`src/rtl/permute_issue_ctrl_pkg.sv`:
```
// Shared definitions for the odd-pipe permute issue controller.
// Latency: n/a (types, constants and pure decode functions only).
// Backpressure: n/a.
package perm_pkg;

    localparam int PERM_DEPTH = 3;

    localparam logic [0:10] OP_GBB     = 11'b00110110010; // gather bits from bytes
    localparam logic [0:10] OP_GBW     = 11'b00110110000; // gather bits from words
    localparam logic [0:10] OP_SHLQBY  = 11'b00111011111; // shift left qw by bytes
    localparam logic [0:10] OP_SHLQBYI = 11'b00111111111; // shift left qw by bytes imm
    localparam logic [0:10] OP_ROTQBY  = 11'b00111011100; // rotate qw by bytes
    localparam logic [0:10] OP_ROTQBYI = 11'b00111111100; // rotate qw by bytes imm
    localparam logic [0:10] OP_ROTQMBY = 11'b00111011101; // rotate+mask qw by bytes
    localparam logic [0:10] OP_ROTQMBYI= 11'b00111111101; // rotate+mask qw by bytes imm

    typedef enum logic {
        EMPTY = 1'b0,
        HELD  = 1'b1
    } state_t;

    typedef struct packed {
        logic [0:10] opcode;
        logic [0:6]  ra;
        logic [0:6]  rb;
        logic [0:6]  rt;
        logic [0:6]  imm7;
    } perm_instr_t;

    function automatic logic is_perm_op(input logic [0:10] opcode);
        case (opcode)
            OP_GBB, OP_GBW, OP_SHLQBY, OP_SHLQBYI,
            OP_ROTQBY, OP_ROTQBYI, OP_ROTQMBY, OP_ROTQMBYI: return 1'b1;
            default:                                       return 1'b0;
        endcase
    endfunction

    // Only the register-count forms read RB; immediate forms carry the count in imm7.
    function automatic logic perm_uses_rb(input logic [0:10] opcode);
        case (opcode)
            OP_SHLQBY, OP_ROTQBY, OP_ROTQMBY: return 1'b1;
            default:                          return 1'b0;
        endcase
    endfunction

endpackage

```
`src/rtl/permute_issue_ctrl_scoreboard.sv`:
```
// In-flight tracker for the permute pipe: valid/rt shift register and RAW hazard check.
// Latency: issue at cycle I appears as wb_valid_o in cycle I+3; hazard_o is combinational.
// Backpressure: none; flush_i clears all in-flight valids on the next edge.
// Ports: issue_i/issue_rt_i enter stage 1; ra_i/rb_i/uses_rb_i describe the held
//        instruction; hazard_o, wb_valid_o, wb_rt_o report stage state.
module perm_scoreboard
    import perm_pkg::*;
(
    input  logic       clk,
    input  logic       reset,
    input  logic       flush_i,
    input  logic       issue_i,
    input  logic [0:6] issue_rt_i,
    input  logic [0:6] ra_i,
    input  logic [0:6] rb_i,
    input  logic       uses_rb_i,
    output logic       hazard_o,
    output logic       wb_valid_o,
    output logic [0:6] wb_rt_o
);

    logic [1:PERM_DEPTH]       v_q, v_d;
    logic [1:PERM_DEPTH][0:6]  rt_q, rt_d;

    always_comb begin
        v_d     = '0;
        rt_d    = '0;
        v_d[1]  = issue_i;
        rt_d[1] = issue_rt_i;
        for (int k = 2; k <= PERM_DEPTH; k++) begin
            v_d[k]  = v_q[k-1];
            rt_d[k] = rt_q[k-1];
        end
        // rt keeps shifting so wb_rt_o stays a plain register tap; only valids are killed.
        if (flush_i) begin
            v_d = '0;
        end
    end

    // Compared through the WB stage because the RF is written only at its end.
    always_comb begin
        hazard_o = 1'b0;
        for (int k = 1; k <= PERM_DEPTH; k++) begin
            if (v_q[k] && ((rt_q[k] == ra_i) || (uses_rb_i && (rt_q[k] == rb_i)))) begin
                hazard_o = 1'b1;
            end
        end
    end

    always_ff @(posedge clk) begin
        if (!reset) begin
            v_q  <= '0;
            rt_q <= '0;
        end else begin
            v_q  <= v_d;
            rt_q <= rt_d;
        end
    end

    assign wb_valid_o = v_q[PERM_DEPTH];
    assign wb_rt_o    = rt_q[PERM_DEPTH];

endmodule

```
`src/rtl/permute_issue_ctrl.sv`:
```
// Issue controller for the permute unit: one-entry buffer, RAW stall, WB-valid strobe.
// Latency: accept at T -> earliest issue at T+1; issue at I -> wb_valid at I+3.
// Backpressure: in_ready drops while the held op stalls on a hazard and during flush/reset.
// Ports: decode side in_*; RF read addresses rf_*; permute unit perm_*; writeback wb_*;
//        illegal_op pulse on a dropped non-permute opcode; saturating issue/stall counters.
module permute_issue_ctrl
    import perm_pkg::*;
(
    input  logic        clk,
    input  logic        reset,
    input  logic        in_valid,
    output logic        in_ready,
    input  logic [0:10] in_opcode11,
    input  logic [0:6]  in_ra_addr,
    input  logic [0:6]  in_rb_addr,
    input  logic [0:6]  in_rt_addr,
    input  logic [0:6]  in_imm7,
    input  logic        flush,
    output logic [0:6]  rf_ra_addr,
    output logic [0:6]  rf_rb_addr,
    output logic [0:10] perm_opcode11,
    output logic [0:6]  perm_imm7,
    output logic [0:6]  perm_rt_addr,
    output logic        perm_issue,
    output logic        wb_valid,
    output logic [0:6]  wb_rt_addr,
    output logic        illegal_op,
    output logic [15:0] issue_cnt,
    output logic [15:0] stall_cnt
);

    state_t      state_q, state_d;
    perm_instr_t buf_q, buf_d;
    logic [15:0] issue_cnt_q, issue_cnt_d;
    logic [15:0] stall_cnt_q, stall_cnt_d;
    logic        hazard;
    logic        run;
    logic        capture;
    logic        stall;

    perm_scoreboard u_sb (
        .clk        (clk),
        .reset      (reset),
        .flush_i    (flush),
        .issue_i    (perm_issue),
        .issue_rt_i (buf_q.rt),
        .ra_i       (buf_q.ra),
        .rb_i       (buf_q.rb),
        .uses_rb_i  (perm_uses_rb(buf_q.opcode)),
        .hazard_o   (hazard),
        .wb_valid_o (wb_valid),
        .wb_rt_o    (wb_rt_addr)
    );

    // State register
    always_ff @(posedge clk) begin
        if (!reset) begin
            state_q     <= EMPTY;
            buf_q       <= '0;
            issue_cnt_q <= '0;
            stall_cnt_q <= '0;
        end else begin
            state_q     <= state_d;
            buf_q       <= buf_d;
            issue_cnt_q <= issue_cnt_d;
            stall_cnt_q <= stall_cnt_d;
        end
    end

    // Next state
    always_comb begin
        state_d     = state_q;
        buf_d       = buf_q;
        issue_cnt_d = issue_cnt_q;
        stall_cnt_d = stall_cnt_q;
        if (flush) begin
            state_d = EMPTY;
        end else if (capture) begin
            state_d = HELD;
        end else if (perm_issue) begin
            state_d = EMPTY;
        end
        if (capture) begin
            buf_d = '{opcode: in_opcode11, ra: in_ra_addr, rb: in_rb_addr,
                      rt: in_rt_addr, imm7: in_imm7};
        end
        if (perm_issue && (issue_cnt_q != 16'hFFFF)) begin
            issue_cnt_d = issue_cnt_q + 16'd1;
        end
        if (stall && (stall_cnt_q != 16'hFFFF)) begin
            stall_cnt_d = stall_cnt_q + 16'd1;
        end
    end

    // Outputs; flush and reset both override any pending issue or accept.
    always_comb begin
        run        = reset && !flush;
        perm_issue = run && (state_q == HELD) && !hazard;
        stall      = run && (state_q == HELD) && hazard;
        in_ready   = run && ((state_q == EMPTY) || perm_issue);
        capture    = in_ready && in_valid && is_perm_op(in_opcode11);
        illegal_op = in_ready && in_valid && !is_perm_op(in_opcode11);
    end

    assign rf_ra_addr    = buf_q.ra;
    assign rf_rb_addr    = buf_q.rb;
    assign perm_opcode11 = perm_issue ? buf_q.opcode : 11'd0;
    assign perm_imm7     = buf_q.imm7;
    assign perm_rt_addr  = buf_q.rt;
    assign issue_cnt     = issue_cnt_q;
    assign stall_cnt     = stall_cnt_q;

endmodule

```
`config.mk`:
```
export PLATFORM = sky130hd
export DESIGN_NAME = permute_issue_ctrl
export DESIGN_NICKNAME = d
export VERILOG_FILES = /design/src/rtl/permute_issue_ctrl_pkg.sv /design/src/rtl/permute_issue_ctrl_scoreboard.sv /design/src/rtl/permute_issue_ctrl.sv
export SDC_FILE = /design/constraint.sdc
export NUM_CORES = 1
export LEC_CHECK = 0
export ABC_AREA = 1
export CORE_AREA = 3 3 147 106
export DETAILED_ROUTE_END_ITERATION = 16
export DIE_AREA = 0 0 150 109
export PLACE_DENSITY = 0.68
export SKIP_CTS_REPAIR_TIMING = 1
export SYNTH_ARGS = -nofsm -noshare
export SYNTH_HDL_FRONTEND = slang
export SYNTH_SLANG_ARGS = --single-unit
```
`constraint.sdc`:
```
create_clock -name clk -period 2.5 [get_ports clk]
set_clock_uncertainty 0.15 [all_clocks]
set_input_delay 0.25 -clock clk [delete_from_list [all_inputs] [get_ports clk]]
set_output_delay 0.25 -clock clk [all_outputs]
set_load 0.1 [all_outputs]
```
==> key figures, run 1 <==
Outcome
  • Status: finished, final reports clean

Logic synthesis
  • Post-Syn Area per Cell: 6.89 µm²
  • Yosys cell types: 34
  • Mapped Cells: 721
  • Synth Warn #: 0
  • Post-Synthesis Cell Area: 0.00497 mm²
  • Synth Net Count: 766
  • Seq/Total Area, Yosys: 0.387
  • Flops & latches, synth: 96

Route
  • Router iterations before antenna repair: 4
  • WL/cell: 12.1 µm
  • DRT Wirelength: 12200 µm
  • Residual DRC: 0
  • Vias/cell: 4.27
  • Via count: 4325
  • ANT nets after route: 0
  • Initial DRC count: 207

STA
  • Unrepaired setup endpoints after global routing: true
  • Setup TNS: 0 ns
  • Fin. Hold Viols: 0
  • Achievable Freq: 0.424 GHz
  • WHS: 0.275 ns
  • Count of final max-slew check failures: 0
  • Minimum clock period: 2.36 ns
  • Period utilization: 0.944
  • Setup violations, final: 0
  • Worst slew margin: 0.587
  • Worst slew pin tran: 0.619 ns

Setup path
  • Crit-path cells: xnor2_1 > nand2_1 > nor2_1 > nand3_1 > nand2_1 > nand2_2 > nand4_4 > clkbuf_16 > nor2_2 > buf_12
  • Critical path type: register to primary output
  • Worst setup SP type: register
  • Worst Path Buf+Inv: 2
  • CP Data Arrival Time: 1.96 ns
  • Critical path peak fanout: 7
  • R2R cell count: 12
  • Crit path top cell by count: nand2_1
  • Setup slack, reg-to-reg: 0.37 ns
  • CP top delay family: simple AND/OR/NAND/NOR gates
  • CP endpoint kind: primary output
  • Max incr delay on CP: 0.46 ns
  • Worst path required time: 2.10 ns
  • CP max-delay cell: dfxtp_1
  • Reg2reg end: stall_cnt[4]
  • R2r startpoint: rf_rb_addr[6]

Placement
  • Final HPWL DP: 8970 µm
  • Gpl congestion: 0.856
  • Buffers on Ports: 124
  • Placed cell areas: 0.00631 mm²
  • Dpl cells: 994

Power and ir drop
  • Final Power: 2940 µW
  • Leakage: 0.00307 µW
  • Peak supply drop: 288 µV
  • Power Dens Cells: 442 mW/mm²

Flow run
  • Max-cap viol count: 0

Layout
  • Layout cells sized above 1: 0.221
  • Layout Nets: 862
  • Non-Filler Instances: 1012
  • Fillcell total: 1434
  • Synth-to-Final Area Change: 33.9%
  • N_diodes: 0
  • Post-route cell area: 0.00665 mm²

Clocking
  • Clk root buf: clkbuf_16
  • Clock sinks: 96
  • Clock buffer depth: 2
  • Clock transition at path regs: 0.06 ns
  • H-Tree Level Count: 3
  • Worst-Skew Late Latency: 0.34 ns
  • CTS Buf Count: 9
  • CTS tree: done

GRT
  • Initial antenna violation count: 0
  • Total congestion overflow: 0
  • Tot GR Track Use: 0.150
  • Maximum number of pins on one net before global-route repair: 57
  • First-pass GRT wire length: 19900 µm
  • Number of global-route vias before repair: 4030

Floorplanning
  • Row count: 36
  • Die area: 0.0164 mm²
  • Initial Util: 0.354
  • IO Pins: 125
  • Die X: 150 µm
  • Core Box Area: 0.0141 mm²
  • Chip height: 109 µm

Min path
  • Hold Crit Start: reset
  • End of the worst hold path: u_sb.v_q[2]
  • Hold Path Class: input pin to register
  • Hold depth: 6
-- cell type report --
cell class              instances  area (µm²)  area share
well taps                     190         238      0.0357
clock inverters                 6        35.0     0.00527
clock buffers                  10         239      0.0359
repair buffers                136        1360       0.205
flip-flops and latches         96        1980       0.298
multi-input cells             484        2460       0.369
inverters                      90         339      0.0510
-- report_power, final --
part	switching [µW]	internal, µW	total (µW)
Combinational	67.4	76.2	144
Clock	579	695	1270
Sequential	1.41	1520	1520
Total	648	2290	2940
-- cell families (layout without fill, tap and decap cells) --
family / after synthesis / in the layout / synth area share
adder cells (fa/ha/maj): 2 / 2 / 0.00504
XOR/XNOR: 62 / 62 / 0.109
AO/OA/AOI/OAI: 40 / 40 / 0.0456
flip-flops: 96 / 96 / 0.387
buffers and inverters: 141 / 242 / 0.137
AND/OR/NAND/NOR: 380 / 380 / 0.316
-- stage by stage --
stage                     setup slack, ns  utilization
after CTS                         -0.0419        0.469
final                               0.140        0.473
after floorplan                    -0.216            -
after global routing             -0.00623        0.473
after global placement              0.170        0.449
after detailed placement           0.0857        0.449
-- cell usage in the layout, fill, tap and decap left out, types with 2 or more instances in the layout --
cell type	netlist	final
a21oi_1	30	29
a21oi_2	4	4
buf_12	1	18
buf_4	28	75
clkbuf_16	0	10
clkdlybuf4s50_1	0	41
clkinv_2	1	5
clkinvlp_4	0	2
dfxtp_1	96	64
dfxtp_2	0	24
dfxtp_4	0	8
ha_1	2	2
inv_1	85	81
inv_2	4	8
nand2_1	207	203
nand2_2	1	5
nand3_1	28	28
nand3b_1	3	3
nand4_1	5	5
nand4_4	0	2
nor2_1	118	105
nor2_2	1	11
nor2_4	0	3
nor3_1	3	3
nor4_1	6	6
o21ai_0	2	2
o21bai_1	2	2
xnor2_1	42	42
xor2_1	20	20
-- registers in the layout, summed over array words and instances, names as in the netlist, 11 cells and up --
name,count
issue_cnt,16
stall_cnt,16
u_sb.rt_d,14
buf_q,11
-- synth_stat cells --
cell	instances	area share
nand3b_1	3	0.0045
ha_1	2	0.0050
nand2_1	207	0.16
clkbuf_1	12	0.0091
clkinv_2	1	0.0010
xor2_1	20	0.035
nor4_1	6	0.0076
a21oi_2	4	0.0071
nand4_1	5	0.0063
o21bai_1	2	0.0030
nand2_2	1	0.0013
nor2_1	118	0.089
nor3_2	1	0.0020
o21ai_0	2	0.0020
dfxtp_1	96	0.39
buf_4	28	0.042
buf_2	7	0.0071
or3_1	1	0.0013
nand4_2	2	0.0050
or4_4	1	0.0023
nor3b_1	1	0.0015
buf_12	1	0.0040
nor3_1	3	0.0030
nand3_1	28	0.028
a31oi_1	1	0.0013
xnor2_1	42	0.074
a2111oi_1	1	0.0020
nand3_2	1	0.0020
inv_1	85	0.064
buf_6	3	0.0068
a21oi_1	30	0.030
nor2_2	1	0.0013
nand2_8	1	0.0040
inv_2	4	0.0030
-- worst max-delay path by stage --
stage                         start               end  slack, ns  cells past startpoint
floorplan           u_sb.wb_rt_o[5]        illegal_op      -0.22                     12
global placement    in_opcode11[10]     rf_ra_addr[0]       0.17                     11
detailed placement  in_opcode11[10]      perm_imm7[4]       0.09                     11
CTS                   rf_rb_addr[1]        illegal_op      -0.04                     13
global route              buf_q[33]        perm_issue     -0.006                     12
finish                rf_rb_addr[6]  perm_opcode11[0]       0.14                     10
-- worst register-to-register path: stages (launching register included) --
cell and delay, ns:
dfxtp_1 0.46, xnor2_1 0.11, nand2_1 0.10, nor2_1 0.05
nand3_1 0.07, nand2_1 0.07, nand2_2 0.11, nand3_4 0.10
nand2_1 0.15, clkinv_2 0.27, nand2_8 0.21, nand2_1 0.07
a21oi_1 0.13
-- layer usage --
| layer | GRT usage | share of wire | vias to the layer above |
|---|---|---|---|
| li1 | - | - | 2350 |
| met4 | 0.0294 | 0.0065 | 0 |
| met5 | 0 | 0 | - |
| met1 | 0.216 | 0.53 | 1881 |
| met3 | 0.0469 | 0.056 | 10 |
| met2 | 0.223 | 0.41 | 84 |
No activity file was read; power rests on OpenSTA's default activity.
==> run 2: changes to the inputs <==
Settings changed: CORE_AREA 3 3 147 106 to 3 3 138 100, DIE_AREA 0 0 150 109 to 0 0 141 103, PLACE_DENSITY 0.68 to 0.75.
==> run 2 against run 1 <==
  * Maximum frequency shrank 0.13%
  * Sequential power about the same
  * Clock power grew 7%
  * Largest cell class unchanged
==> key figures, run 2 (synthesized netlist as in run 1, its figures left out) <==
STA
  • Setup violations, final: 0
  • Setup TNS: 0 ns
  • Worst slew pin tran: 0.612 ns
  • Period utilization: 0.945
  • Achievable Freq: 0.423 GHz
  • WHS: 0.271 ns
  • Worst slew margin: 0.592
  • Count of final max-slew check failures: 0
  • Fin. Hold Viols: 0
  • Unrepaired setup endpoints after global routing: true
  • Minimum clock period: 2.36 ns

Floorplanning
  • Die X: 141 µm
  • IO Pins: 125
  • Initial Util: 0.399
  • Chip height: 103 µm
  • Core Box Area: 0.0125 mm²
  • Die area: 0.0145 mm²
  • Row count: 34

Setup path
  • Worst Path Buf+Inv: 4
  • CP max-delay cell: dfxtp_1
  • R2R cell count: 9
  • Worst path required time: 2.10 ns
  • CP endpoint kind: primary output
  • Critical path peak fanout: 8
  • Max incr delay on CP: 0.30 ns
  • Reg2reg end: issue_cnt[7]
  • Crit path top cell by count: nand2_1
  • Worst setup SP type: register
  • Crit-path cells: inv_1 > nand2_1 > nor2_1 > nand2_1 > nor2_4 > nand3_1 > nand2_1 > nand2_2 > nand4_4 > buf_8 > inv_1 > buf_12
  • R2r startpoint: issue_cnt[0]
  • CP Data Arrival Time: 1.96 ns
  • CP top delay family: simple AND/OR/NAND/NOR gates
  • Setup slack, reg-to-reg: 0.28 ns
  • Critical path type: register to primary output
  • Critical path launch point: buf_q[33]

Power and ir drop
  • Power Dens Cells: 459 mW/mm²
  • Leakage: 0.00304 µW
  • Peak supply drop: 366 µV

GRT
  • Total congestion overflow: 0
  • Maximum number of pins on one net before global-route repair: 57
  • Number of global-route vias before repair: 3906
  • Met1 usage in global routing: 0.236
  • Tot GR Track Use: 0.163
  • Grt met2 use: 0.239
  • GR peak layer: met2
  • Met3 GRT Util: 0.0491
  • Initial antenna violation count: 0
  • First-pass GRT wire length: 19100 µm

Clocking
  • H-Tree Level Count: 3
  • CTS Buf Count: 9
  • Clock buffer depth: 2
  • Worst-Skew Late Latency: 0.34 ns
  • Clk root buf: clkbuf_16
  • Clock transition at path regs: 0.07 ns
  • CTS tree: done
  • Clock sinks: 96

Min path
  • Hold depth: 6
  • Hold Path Class: input pin to register
  • Hold Crit Start: reset
  • End of the worst hold path: u_sb.v_q[3]

Layout
  • Reg area: 0.00198 mm²
  • Multi-input combinational cell area: 0.00246 mm²
  • Most frequent cells in the layout: 203 x nand2_1, 105 x nor2_1, 82 x inv_1, 77 x buf_4, 61 x dfxtp_1
  • Layout cells sized above 1: 0.220
  • Layout Nets: 861
  • Most common cell after layout, fill and taps aside: nand2_1
  • N_diodes: 0
  • Synth-to-Final Area Change: 32.6%
  • Fillcell total: 1226

Route
  • Vias/cell: 4.47
  • DRT Wirelength: 12000 µm
  • Residual DRC: 0
  • ANT nets after route: 0
  • Router iterations before antenna repair: 4
  • Initial DRC count: 190
  • WL/cell: 12.2 µm
  • Via count: 4393

Placement
  • Gpl congestion: 0.870
  • Final HPWL DP: 8760 µm
  • Buffers on Ports: 124

Flow run
  • Max-cap viol count: 0

Outcome
  • Status: finished, final reports clean
[run 2: power breakdown]
group | internal, µW | total (µW) | switching (µW)
logic | 75.0 | 142 | 66.7
clock network | 775 | 1360 | 581
registers | 1520 | 1520 | 1.36
total | 2370 | 3020 | 649
[run 2: worst min-delay path: stages]
cell    delay (ns)
buf_2         0.13
inv_2         0.06
nor2_1        0.04
inv_1         0.06
buf_4         0.13
nor2_1        0.04
[run 2: routing by layer]
metal	wire, µm	up-vias
met4	86	0
met1	6230	1929
met2	4930	103
li1	-	2354
met3	753	7
met5	0	-
[run 2: final cells by class]
cell class / instances / share of cell area
multi-input combinational: 484 / 0.374
sequential: 96 / 0.301
timing repair buffer: 135 / 0.199
inverter: 90 / 0.0515
clock buffer: 11 / 0.0353
tap: 162 / 0.0308
clock inverter: 5 / 0.00874
[run 2: worst max path at each step]
| stage | to | cells past startpoint |
|---|---|---|
| after floorplan | illegal_op | 12 |
| after global routing | perm_issue | 12 |
| after global placement | issue_cnt[1] | 9 |
| after CTS | perm_issue | 12 |
| final | perm_issue | 12 |
| after detailed placement | issue_cnt[7] | 9 |
[run 2: per-stage QoR]
stage          cells  total power [µW]  cell area (µm²)  setup WS, ns  utilization
2_1_floorplan    721              1610             5080        -0.216            -
5_1_grt          983              3130             6590       -0.0439        0.528
4_1_cts          982              3070             6530        -0.121        0.524
3_3_place_gp     966              1700             6240       -0.0109        0.501
6_report         983              3020             6590         0.137        0.528
3_5_place_dp     966              1700             6240       -0.0251        0.501
==> run 3: changes to the inputs <==
Settings changed: CTS_BUF_LIST from default to sky130_fd_sc_hd__clkbuf_2 sky130_fd_sc_hd__clkbuf_4 sky130_fd_sc_hd__clkbuf_8.
Clock period 2.5 ns to 2.9 ns, I/O delays scaled along.
==> run 3 against run 2 <==
  * Sequential power shrank 14%
  * Final cell count is 0.31% lower
  * Clock power decreased by 34%
  * Clock-buffer cell count grew 1
  * Combinational power decreased by 16%
  * Die area is the same
  * Critical path depth is 1 higher
  * Non-clock buffer count shrank 2
  * Via count decreased by 1.0%
  * Register-to-register slack improved by 0.28 ns
  * Worst hold slack better by 0.0040 ns
  * Critical endpoint is now illegal_op
  * Highest routed layer unchanged
==> key figures, run 3 (synthesized netlist as in run 1, its figures left out) <==
Outcome
  • Status: finished, final reports clean

GRT
  • Total congestion overflow: 0
  • First-pass GRT wire length: 19200 µm
  • Number of global-route vias before repair: 3835
  • Tot GR Track Use: 0.164
  • Initial antenna violation count: 0
  • Maximum number of pins on one net before global-route repair: 57

Placement
  • Gpl congestion: 0.885
  • Buffers on Ports: 124
  • Placed cell areas: 0.00618 mm²
  • Final HPWL DP: 8800 µm

Route
  • WL/cell: 12.0 µm
  • Residual DRC: 0
  • Vias/cell: 4.44
  • DRT Wirelength: 11800 µm
  • Router iterations before antenna repair: 5
  • ANT nets after route: 0
  • Initial DRC count: 249
  • Via count: 4349

Power and ir drop
  • Peak supply drop: 187 µV
  • Final Power: 2330 µW
  • Power Dens Cells: 365 mW/mm²
  • Leakage: 0.00297 µW

Layout
  • Reg area: 0.00195 mm²
  • Most frequent cells in the layout: 207 x nand2_1, 105 x nor2_1, 89 x dfxtp_1, 85 x inv_1, 77 x buf_4
  • Layout cells sized above 1: 0.177
  • Post-route cell area: 0.00639 mm²
  • Layout Nets: 859
  • Final core occ: 0.512
  • Most common cell after layout, fill and taps aside: nand2_1
  • N_diodes: 0
  • Synth-to-Final Area Change: 28.5%
  • Multi-input combinational cell area: 0.00242 mm²
  • Fillcell total: 1232

Setup path
  • Critical path peak fanout: 5
  • CP Data Arrival Time: 2.16 ns
  • Reg2reg end: rf_ra_addr[0]
  • Worst setup SP type: register
  • Critical Path Stages: 13
  • Critical path type: register to primary output
  • Worst path required time: 2.46 ns
  • CP endpoint kind: primary output
  • CP max-delay cell: dfxtp_1
  • R2r startpoint: buf_q[38]
  • R2R cell count: 15
  • CP top delay family: simple AND/OR/NAND/NOR gates
  • Worst Path Buf+Inv: 2
  • Setup slack, reg-to-reg: 0.56 ns
  • Max incr delay on CP: 0.46 ns
  • Crit path top cell by count: nand2_1
  • Critical Path End: illegal_op
  • Critical path launch point: rf_rb_addr[1]
  • Crit-path cells: inv_1 > nand2_1 > nand2_1 > nand2_1 > nor2_1 > nand3_1 > nand2_1 > nand2_1 > nand3_2 > a21oi_4 > nand2_1 > nor2_4 > buf_12

Clocking
  • Clock buffer depth: 2
  • Worst-Skew Late Latency: 0.35 ns
  • Clock sinks: 96
  • H-Tree Level Count: 3
  • Clk root buf: clkbuf_8
  • Clock transition at path regs: 0.09 ns
  • CTS tree: done
  • CTS Buf Count: 9

STA
  • Unrepaired setup endpoints after global routing: false
  • Minimum clock period: 2.60 ns
  • Period utilization: 0.898
  • Worst slew pin tran: 0.582 ns
  • Fin. Hold Viols: 0
  • Setup violations, final: 0
  • Worst slew margin: 0.612
  • Achievable Freq: 0.384 GHz
  • Setup TNS: 0 ns
  • Count of final max-slew check failures: 0

Floorplanning
  • Die area: 0.0145 mm²
  • IO Pins: 125
  • Chip height: 103 µm
  • Row count: 34
  • Core Box Area: 0.0125 mm²
  • Die X: 141 µm
  • Initial Util: 0.399

Flow run
  • Max-cap viol count: 0

Min path
  • Hold Path Class: register to register
## run 3: cell count changes in the layout (fill, tap and decap cells not counted), sizes merged
cell,delta
clkbuf,+1
clkinvlp,-2
buf,-2
## run 3: worst min-delay path by stage
| stage | startpoint | endpoint | slack, ns | cells past startpoint |
|---|---|---|---|---|
| floorplan | u_sb.v_q[1] | u_sb.v_q[2] | 0.26 | 2 |
| global placement | u_sb.v_q[2] | u_sb.v_q[3] | 0.27 | 2 |
| detailed placement | u_sb.v_q[1] | u_sb.v_q[2] | 0.27 | 2 |
| CTS | reset | u_sb.v_q[2] | 0.28 | 5 |
| global route | u_sb.v_q[1] | u_sb.v_q[2] | 0.30 | 2 |
| finish | u_sb.v_q[1] | u_sb.v_q[2] | 0.28 | 2 |
## run 3: power by group
| group | internal (µW) | switching (µW) | total (µW) |
|---|---|---|---|
| sequential | 1310 | 1.19 | 1310 |
| combinational | 62.7 | 56.7 | 119 |
| clock | 450 | 449 | 900 |
## run 3: worst register-to-register path: stages (launching register included)
cell and delay (ns):
dfxtp_1 0.32, inv_1 0.09, nand2_1 0.06, nor2_1 0.09, nand2_1 0.07, nor2_2 0.18
nand3_1 0.10, nand2_1 0.07, nand2_1 0.09, nand3_2 0.13, nand2_1 0.10, nand4_4 0.09
buf_4 0.44, nand2_1 0.12, nand2_1 0.08, nor2_1 0.05
## run 3: metrics by stage
stage / std cells / worst slack, ns / hold WS (ns)
after floorplan: 721 / 0.00757 / 0.258
after global placement: 965 / 0.430 / 0.270
after detailed placement: 965 / 0.407 / 0.267
after CTS: 980 / 0.188 / 0.277
after global routing: 980 / 0.0719 / 0.303
final: 980 / 0.297 / 0.275
## run 3: metal layers
| layer | wire length [µm] | track usage | vias up |
|---|---|---|---|
| met5 | 0 | 0 | - |
| met4 | 89 | 0.0372 | 0 |
| met3 | 855 | 0.0510 | 10 |
| met2 | 4770 | 0.240 | 126 |
| met1 | 6080 | 0.235 | 1876 |
| li1 | - | - | 2337 |
## run 3: final cells by class
type,count,area share
multi-input cells,484,0.379
flip-flops and latches,96,0.305
repair buffers,133,0.199
inverters,90,0.0531
well taps,162,0.0317
clock buffers,12,0.0249
clock inverters,3,0.00666
